[config.mk]
export PLATFORM = sky130hd
export DESIGN_NAME = fpu_div_sp
export DESIGN_NICKNAME = d
export VERILOG_FILES = /design/src/rtl/fpu_pkg.sv /design/src/rtl/fp32_classify.sv /design/src/rtl/fpu_div_sp.sv
export SDC_FILE = /design/constraint.sdc
export NUM_CORES = 1
export LEC_CHECK = 0
export CAP_MARGIN = 20
export CORE_ASPECT_RATIO = 0.8
export CORE_MARGIN = 2
export CORE_UTILIZATION = 30
export CTS_CLUSTER_SIZE = 40
export DETAILED_ROUTE_END_ITERATION = 6
export SLEW_MARGIN = 10
export SYNTH_ARGS = -nofsm -noshare
export SYNTH_HDL_FRONTEND = slang
export SYNTH_SLANG_ARGS = --single-unit
export TNS_END_PERCENT = 1
[constraint.sdc]
create_clock -name clk -period 11.4 [get_ports clk]
set_clock_uncertainty 0.05 [all_clocks]
set_input_delay 1.14 -clock clk [delete_from_list [all_inputs] [get_ports clk]]
set_output_delay 1.14 -clock clk [all_outputs]
set_load 0.01 [all_outputs]
[src/rtl/fpu_pkg.sv]
// Shared binary32 definitions for the FPU datapath: field widths, special
// encodings, operand classes and the divider FSM states.
package fpu_pkg;

  localparam int EXP_BIAS = 127;
  localparam int EXP_W    = 8;
  localparam int FRAC_W   = 23;
  localparam int DIV_STEPS = 26;

  localparam logic [31:0] QNAN    = 32'h7FC0_0000;
  localparam logic [31:0] POS_INF = 32'h7F80_0000;

  typedef struct packed {
    logic              sign;
    logic [EXP_W-1:0]  exp;
    logic [FRAC_W-1:0] frac;
  } fp32_t;

  typedef enum logic [1:0] {ZERO, NORMAL, INF, NAN} fp_class_t;

  typedef enum logic [2:0] {IDLE, LOAD, DIVIDE, ROUND, DONE} div_state_t;

endpackage

[src/rtl/fp32_classify.sv]
// Combinational binary32 unpack/classify; exponent-0 inputs are flushed to zero.
module fp32_classify
  import fpu_pkg::*;
(
  input  logic [31:0] x,
  output logic        sign,
  output logic [7:0]  exp,
  output logic [23:0] mant,
  output fp_class_t   cls
);

  fp32_t f_s;

  // Split fields and pick the operand class.
  always_comb begin
    f_s  = x;
    sign = f_s.sign;
    exp  = f_s.exp;
    mant = {1'b1, f_s.frac};
    if (f_s.exp == 8'd0) begin
      cls = ZERO;
    end else if (f_s.exp == 8'hFF) begin
      if (f_s.frac == 23'd0) begin
        cls = INF;
      end else begin
        cls = NAN;
      end
    end else begin
      cls = NORMAL;
    end
  end

endmodule

[src/rtl/fpu_div_sp.sv]
// Iterative binary32 divider, radix-2 restoring, fixed 28-cycle start-to-finish.
// Optional FPU_DIV_FLAGS_EN adds flags[4:0] = {invalid, div_by_zero, overflow, underflow, zero}.
module fpu_div_sp
  import fpu_pkg::*;
(
  input  logic        clk,
  input  logic        rst_n,
  input  logic        start,
  input  logic [31:0] a,
  input  logic [31:0] b,
  output logic [31:0] o,
  output logic        finish
`ifdef FPU_DIV_FLAGS_EN
  ,
  output logic [4:0]  flags
`endif
);

  div_state_t state_r, state_s;
  logic [31:0] a_r, b_r;
  logic        sign_r;
  logic signed [9:0] exp_r;
  fp_class_t   ca_r, cb_r;
  logic [24:0] rem_r;
  logic [25:0] q_r;
  logic [4:0]  cnt_r;

  logic        sa_s, sb_s;
  logic [7:0]  ea_s, eb_s;
  logic [23:0] ma_s, mb_s;
  fp_class_t   ca_s, cb_s;

  fp32_classify u_cls_a (.x(a_r), .sign(sa_s), .exp(ea_s), .mant(ma_s), .cls(ca_s));
  fp32_classify u_cls_b (.x(b_r), .sign(sb_s), .exp(eb_s), .mant(mb_s), .cls(cb_s));

  // The remainder stays below 2*mb, so the subtraction fits in 24 bits when taken.
  logic        ge_s;
  logic [23:0] diff_s;
  assign ge_s   = (rem_r >= {1'b0, mb_s});
  assign diff_s = rem_r[23:0] - mb_s;

  logic        guard_s, sticky_s, inc_s;
  logic [23:0] mant_pre_s, mant_s;
  logic [24:0] sum_s;
  logic signed [9:0] e_adj_s, e_fin_s;
  logic        nan_s, inf_s, zero_s, ovf_s, unf_s;
  logic [31:0] res_s;

  // Normalise, round to nearest even, then apply special-operand overrides.
  always_comb begin
    if (q_r[25]) begin
      mant_pre_s = q_r[25:2];
      guard_s    = q_r[1];
      sticky_s   = q_r[0] | (rem_r != 25'd0);
      e_adj_s    = exp_r;
    end else begin
      mant_pre_s = q_r[24:1];
      guard_s    = q_r[0];
      sticky_s   = (rem_r != 25'd0);
      e_adj_s    = exp_r - 10'sd1;
    end
    inc_s = guard_s & (sticky_s | mant_pre_s[0]);
    sum_s = {1'b0, mant_pre_s} + {24'd0, inc_s};
    if (sum_s[24]) begin
      mant_s  = sum_s[24:1];
      e_fin_s = e_adj_s + 10'sd1;
    end else begin
      mant_s  = sum_s[23:0];
      e_fin_s = e_adj_s;
    end
    ovf_s  = (e_fin_s >= 10'sd255);
    unf_s  = (e_fin_s <= 10'sd0);
    nan_s  = (ca_r == NAN) | (cb_r == NAN) | ((ca_r == ZERO) & (cb_r == ZERO)) |
             ((ca_r == INF) & (cb_r == INF));
    inf_s  = (ca_r == INF) | (cb_r == ZERO);
    zero_s = (ca_r == ZERO) | (cb_r == INF);
    if (nan_s) begin
      res_s = QNAN;
    end else if (inf_s) begin
      res_s = {sign_r, POS_INF[30:0]};
    end else if (zero_s) begin
      res_s = {sign_r, 31'd0};
    end else if (ovf_s) begin
      res_s = {sign_r, POS_INF[30:0]};
    end else if (unf_s) begin
      res_s = {sign_r, 31'd0};
    end else begin
      res_s = {sign_r, e_fin_s[7:0], mant_s[22:0]};
    end
  end

  // Next-state logic; start is only honoured from IDLE or DONE.
  always_comb begin
    state_s = state_r;
    case (state_r)
      IDLE:    if (start) state_s = LOAD; else state_s = IDLE;
      LOAD:    state_s = DIVIDE;
      DIVIDE:  if (cnt_r == 5'(DIV_STEPS - 1)) state_s = ROUND; else state_s = DIVIDE;
      ROUND:   state_s = DONE;
      DONE:    if (start) state_s = LOAD; else state_s = DONE;
      default: state_s = IDLE;
    endcase
  end

  // State register and datapath.
  always_ff @(posedge clk or negedge rst_n) begin
    if (!rst_n) begin
      state_r <= IDLE;
      a_r     <= 32'd0;
      b_r     <= 32'd0;
      sign_r  <= 1'b0;
      exp_r   <= 10'sd0;
      ca_r    <= ZERO;
      cb_r    <= ZERO;
      rem_r   <= 25'd0;
      q_r     <= 26'd0;
      cnt_r   <= 5'd0;
      o       <= 32'd0;
      finish  <= 1'b0;
    end else begin
      state_r <= state_s;
      case (state_r)
        IDLE, DONE: begin
          if (start) begin
            a_r    <= a;
            b_r    <= b;
            finish <= 1'b0;
          end
        end
        LOAD: begin
          sign_r <= sa_s ^ sb_s;
          exp_r  <= $signed({2'b00, ea_s}) - $signed({2'b00, eb_s}) + 10'(EXP_BIAS);
          ca_r   <= ca_s;
          cb_r   <= cb_s;
          rem_r  <= {1'b0, ma_s};
          q_r    <= 26'd0;
          cnt_r  <= 5'd0;
        end
        DIVIDE: begin
          cnt_r <= cnt_r + 5'd1;
          if (ge_s) begin
            q_r   <= {q_r[24:0], 1'b1};
            rem_r <= {diff_s, 1'b0};
          end else begin
            q_r   <= {q_r[24:0], 1'b0};
            rem_r <= {rem_r[23:0], 1'b0};
          end
        end
        ROUND: begin
          o      <= res_s;
          finish <= 1'b1;
        end
        default: ;
      endcase
    end
  end

`ifdef FPU_DIV_FLAGS_EN
  logic [4:0] flags_s;

  // Exception flags, captured alongside o.
  always_comb begin
    flags_s[4] = nan_s;
    flags_s[3] = (ca_r == NORMAL) & (cb_r == ZERO);
    flags_s[2] = ~(nan_s | inf_s | zero_s) & ovf_s;
    flags_s[1] = ~(nan_s | inf_s | zero_s) & ~ovf_s & unf_s;
    flags_s[0] = (res_s[30:0] == 31'd0);
  end

  // Flag register.
  always_ff @(posedge clk or negedge rst_n) begin
    if (!rst_n) begin
      flags <= 5'd0;
    end else if (state_r == ROUND) begin
      flags <= flags_s;
    end
  end
`endif

endmodule

Word level (Yosys, flattened, before mapping) --
Cells that the tools add are included. W data, S select, Z words.
Storage, ports and cells: bits of input ports 67, register bits 171, output and inout bits 33, logic and storage cells 86
Operators by class: magnitude comparators 3, add/subtract/negate cells 7, multiplexer cells 28, eq/ne operators 12, bitwise gates (word level) 11, reductions and logical operators 13
Operators by type and width (count):
- $mux W31 | 4
- $pmux W26 S2 | 1
- $pmux W25 S2 | 1
- $logic_not A23 Y1 | 2
- $mux W32 | 1
- $add A24 B1 Y25 | 1
- $ge A25 B24 Y1 | 1
- $mux W25 | 1
- $reduce_bool A25 Y1 | 1
- $mux W24 | 1
- $sub A24 B24 Y24 | 1
- $mux W23 | 1
- $mux W10 | 2
- $eq A8 B8 Y1 const B | 2
- $logic_not A8 Y1 | 2
- $pmux W3 S5 | 1
- $add A10 B2 Y10 const B | 1
- $add A9 B8 Y10 const B | 1
- $ge A10 B9 Y1 const B | 1
- $le A10 B1 Y1 const B | 1
- $pmux W5 S2 | 1
- $sub A10 B2 Y10 const B | 1
- $sub A8 B8 Y9 | 1
- $eq A2 B2 Y1 const B | 4
- 18 further kinds | 40

Logic depth before layout (Yosys ltp) --
word-level depth 13, depth in mapped cells 19, gate-level depth less buffers 13

Cells and area by module --
Synthesis repeated with hierarchy kept, for this count alone.
Unflattened totals: cell total of the unflattened synthesis 1217, area, all modules 11180.7 µm²
By module, submodules not included:
- fpu_div_sp | cells an instance 1121, area each 10485.1 µm², times used 1
- fp32_classify | cells an instance 48, area each 347.8 µm², times used 2

Least setup slack after synthesis --
OpenSTA, ideal clock, no wires.
kind reg2reg, start reg q_r[25], end reg o[7], path buffers 7, arrival 4422 ps, setup slack 6806 ps, setup time 122 ps, required time 11228 ps, stages on the path, launching flop included 19, path through dfrtp_1 buf_6 buf_4 clkbuf_1 buf_1 clkbuf_1 clkbuf_1 nand2_1 a21boi_0 ha_1 nand3_2 nor4b_4 nand4_1 or4_1 a22oi_1 nand4_1 nand4_1 buf_4 o21ai_1
On the way: longest elaborated chain between the ends 11, elaborated cells on any way between the ends 17, classes of those cells add/sub: 2; order compare: 2; mux: 11; bitwise: 2
Ends and longest elaborated chain:
- start: declaration | RTL line fpu_div_sp.sv:25 | logic [25:0] q_r;
- start signal: assignment | RTL line fpu_div_sp.sv:142 | q_r <= {q_r[24:0], 1'b1};
- start signal: assignment | RTL line fpu_div_sp.sv:145 | q_r <= {q_r[24:0], 1'b0};
- $mux W1 / $mux W24 (equally long branches) | RTL line fpu_div_sp.sv:51 | if (q_r[25]) begin
- $or A1 B1 Y1 | RTL line fpu_div_sp.sv:62 | inc_s = guard_s & (sticky_s | mant_pre_s[0]);
- $and A1 B1 Y1 | RTL line fpu_div_sp.sv:62
- $add A24 B1 Y25 | RTL line fpu_div_sp.sv:63 | sum_s = {1'b0, mant_pre_s} + {24'd0, inc_s};
- $mux W10 | RTL line fpu_div_sp.sv:64 | if (sum_s[24]) begin
- $le A10 B1 Y1 | RTL line fpu_div_sp.sv:72 | unf_s = (e_fin_s <= 10'sd0);
- $mux W31 | RTL line fpu_div_sp.sv:85 | end else if (unf_s) begin
- $mux W31 (*) | RTL line fpu_div_sp.sv:83 | end else if (ovf_s) begin
- $mux W31 (*) | RTL line fpu_div_sp.sv:81 | end else if (zero_s) begin
- $mux W31 (*) | RTL line fpu_div_sp.sv:79 | end else if (inf_s) begin
- $mux W32 (*) | RTL line fpu_div_sp.sv:77 | if (nan_s) begin
- end signal: assignment | RTL line fpu_div_sp.sv:150 | o <= res_s;
- end: declaration | RTL line fpu_div_sp.sv:11 | output logic [31:0] o,
Mark *: on every way between the ends. The rest lies on a longest branch, timed or not. A chain may end at the register's enable or synchronous reset.

Final worst setup path --
start reg q_r[25], end reg o[15]
Same word-level chain as after synthesis.

==> summary.txt <==
Timing
  – Final Hold Vio Count: 0
  – Post-layout minimum cycle time: 4.35 ns
  – Post-Route Setup TNS: 0 ns
  – Setup violations, final: 0
  – Max Clock Freq: 230 MHz
  – Worst relative slew slack: 30.5%
  – Least-Margin Pin Slew: 1.04 ns
  – Max Slew Vio Count: 0
  – Tcrit/Tclk final: 38.1%
  – Final worst slack: 7.05 ns
  – RSZ-0062 raised after global routing: false

Clock tree
  – Setup bufs post-CTS: 0
  – PostCTS Resize Cnt: 0
  – CTS tree: built
  – Clock Sinks: 171
  – Worst-Skew Late Latency: 0.44 ns
  – Clk root buf: clkbuf_16
  – Hold_buf cts: 0
  – Clk buf depth: 2
  – Total CTS buffers: 17
  – Worst-path clk slew: 0.07 ns
  – H-tree Lvls: 4

Yosys
  – Async SR Flop Fraction: 100%
  – Yosys cell types: 75
  – Top cells by area, synth: dfrtp_1 (41%), nand2_1 (5.2%), ha_1 (4.4%)
  – Count leader, synth: dfrtp_1
  – Synthesized area: 10500 sq um
  – Mean Syn Cell Area: 9.10 sq um
  – Synth top cells by count: dfrtp_1 (171), nand2_1 (144), o21ai_0 (79)
  – Cell taking the most area after synthesis: dfrtp_1
  – YS warnings: 0
  – Post-synth top flop: dfrtp_1
  – Post-Syn Nets: 1257
  – Synthesized instance count: 1151
  – Sequential fraction of the synthesis area: 40.8%
  – Number of synthesized flops with an enable pin: 0
  – Flops & latches, synth: 171
  – Yosys top cell area share: 40.8%

Critical path
  – CP Capture Point: o[15]
  – Crit path max-delay cell type: or4_1
  – WP data arrival: 4.59 ns
  – Critical Path RT: 11.64 ns
  – Peak per-stage delay on the critical path: 0.64 ns
  – Crit end category: flip-flop
  – CP max FO: 62
  – Critical Path Start: q_r[25]
  – R2R Path End: o[15]
  – Most frequent cell on the critical path: nand4_1
  – CP Launch Type: flip-flop
  – Reg2reg path depth: 12
  – Setup Crit Path Kind: flip-flop to flip-flop
  – R2r setup slk: 7.05 ns
  – Reg-to-Reg Start: q_r[25]
  – Critical path, cell by cell: buf_4 -> nand2_1 -> a21boi_0 -> ha_1 -> nand3_2 -> nor4b_4 -> nand4_1 -> or4_1 -> a22oi_1 -> nand4_1 -> nand4_1 -> o31ai_1

Power
  – Pleak: 5.11 nW
  – Power, Total: 0.00378 W
  – Peak VDD IR: 0.000123 V
  – Power Dens Cells: 302 nW/um^2

Routing
  – DRT antenna net count: 0
  – Vias per cell: 5.14
  – DR vias: 8713
  – # DRC: 0
  – WL/cell: 16.9 um
  – DRT Wirelength: 28600 um
  – Number of DRC markers in iteration 0: 599
  – Drt pass-1 iters: 7

Place
  – Dpl hpwl: 20700 um
  – Pre-CTS WS: 7.17 ns
  – PortBufs: 99
  – Post-Place Cells: 1662
  – Placer Congestion: 0.888

Finish
  – Filler Cell Count: 3511
  – Layout Area Growth over Synthesis: 19.4%
  – Final std cells w/o fill: 1695
  – Antenna diode count: 0
  – Final nets: 1316
  – Layout cells sized above 1: 8.42%

Floorplanning
  – Die width: 213 um
  – Initial core utilization: 30.3%
  – Die area: 36400 sq um
  – Die Height: 171 um
  – Core Footprint: 34600 sq um
  – IO Pins: 100
  – Row count: 61

Global routing
  – First-pass GRT wire length: 46100 um
  – Initial antenna violation count: 0
  – Tot GR Track Use: 16.1%
  – GRT overflow: 0
  – Pin count of the biggest net entering global routing: 98
  – Vias in the first global route: 8339

Run
  – Max Cap Viol: 0

Min path
  – Hold WC Path Type: flip-flop to flip-flop

Outcome
  – Status: complete, no violations
## placed cells by master (no fill, tap or decap), types with 18 or more instances in the layout
| master | instances |
|---|---|
| clkdlybuf4s50_1 | 98 |
| nor2_1 | 65 |
| a22o_1 | 22 |
| dfrtp_1 | 170 |
| nand4_1 | 22 |
| inv_1 | 52 |
| o21ai_0 | 79 |
| xnor2_1 | 43 |
| nand3_1 | 27 |
| mux2i_1 | 32 |
| xor2_1 | 33 |
| ha_1 | 37 |
| nand2_1 | 144 |
| nor4_1 | 24 |
| mux2_2 | 40 |
| o22ai_1 | 18 |
| a21oi_1 | 69 |
## report_power, final
group / internal, W / switching (W) / total [W]
Sequential: 0.000837 / 0.000258 / 0.00109
Combinational: 0.000877 / 0.00114 / 0.00202
Clock: 0.000405 / 0.000263 / 0.000667
Total: 0.00212 / 0.00166 / 0.00378
## registers in the layout, summed over array words and instances (netlist names)
signal	count
q_r	26
state_r	3
cb_r	2
ca_r	2
exp_r	10
o	32
sign_r	1
b_r	32
cnt_r	5
a_r	32
finish	1
rem_r	25
## cell type report
| class | count | area (sq um) | share of cell area [%] |
|---|---|---|---|
| clock buffer | 20 | 457 | 3.65 |
| clock inverter | 12 | 210 | 1.68 |
| inverter | 52 | 195 | 1.56 |
| multi-input combinational | 863 | 5730 | 45.8 |
| sequential | 171 | 4280 | 34.2 |
| tap | 472 | 591 | 4.72 |
| timing repair buffer | 105 | 1040 | 8.35 |
## routing by layer
metal	track usage [%]	wire (um)	vias up
li1	-	-	4218
met1	23.4	14200	4274
met2	24.4	12600	185
met3	2.64	1160	36
met4	4.86	538	0
met5	0	0	-
## worst min path at each step
stage | from | slack, ns | cells after the start | to
global placement | cnt_r[4] | 0.42 | 1 | cnt_r[4]
global route | o[3] | 0.47 | 2 | o[3]
floorplan | cnt_r[4] | 0.41 | 1 | cnt_r[4]
finish | o[21] | 0.44 | 2 | o[21]
detailed placement | o[1] | 0.43 | 2 | o[1]
CTS | o[1] | 0.45 | 2 | o[1]
## worst max-delay path: cells and delay by family (launching register included)
family                     cells  cell delay (ns)
and+or+nand+nor                7             2.39
buffers and inverters          1             0.52
DFF                            1             0.34
AOI/OAI and AO/OA              3             0.59
adders and majority gates      1             0.25
## per-stage QoR
step | utilization, % | hold WS, ns | instance area [sq um]
finish | 36.2 | 0.442 | 12500
global placement | 34.2 | 0.423 | 11800
detailed placement | 34.2 | 0.431 | 11800
floorplan | - | 0.407 | 10500
global route | 36.2 | 0.473 | 12500
CTS | 36.1 | 0.447 | 12500
## cells by family after synthesis
group                    Yosys count  share of synthesized area (%)
AO/OA/AOI/OAI                    291                           17.6
XOR/XNOR                          77                           6.51
adder cells (fa/ha/maj)           39                           4.80
buffers and inverters            117                           4.53
flip-flops                       171                           40.8
multiplexers                      72                           7.36
AND/OR/NAND/NOR                  384                           18.4
Note: power is estimated with default switching activity, not from simulation.
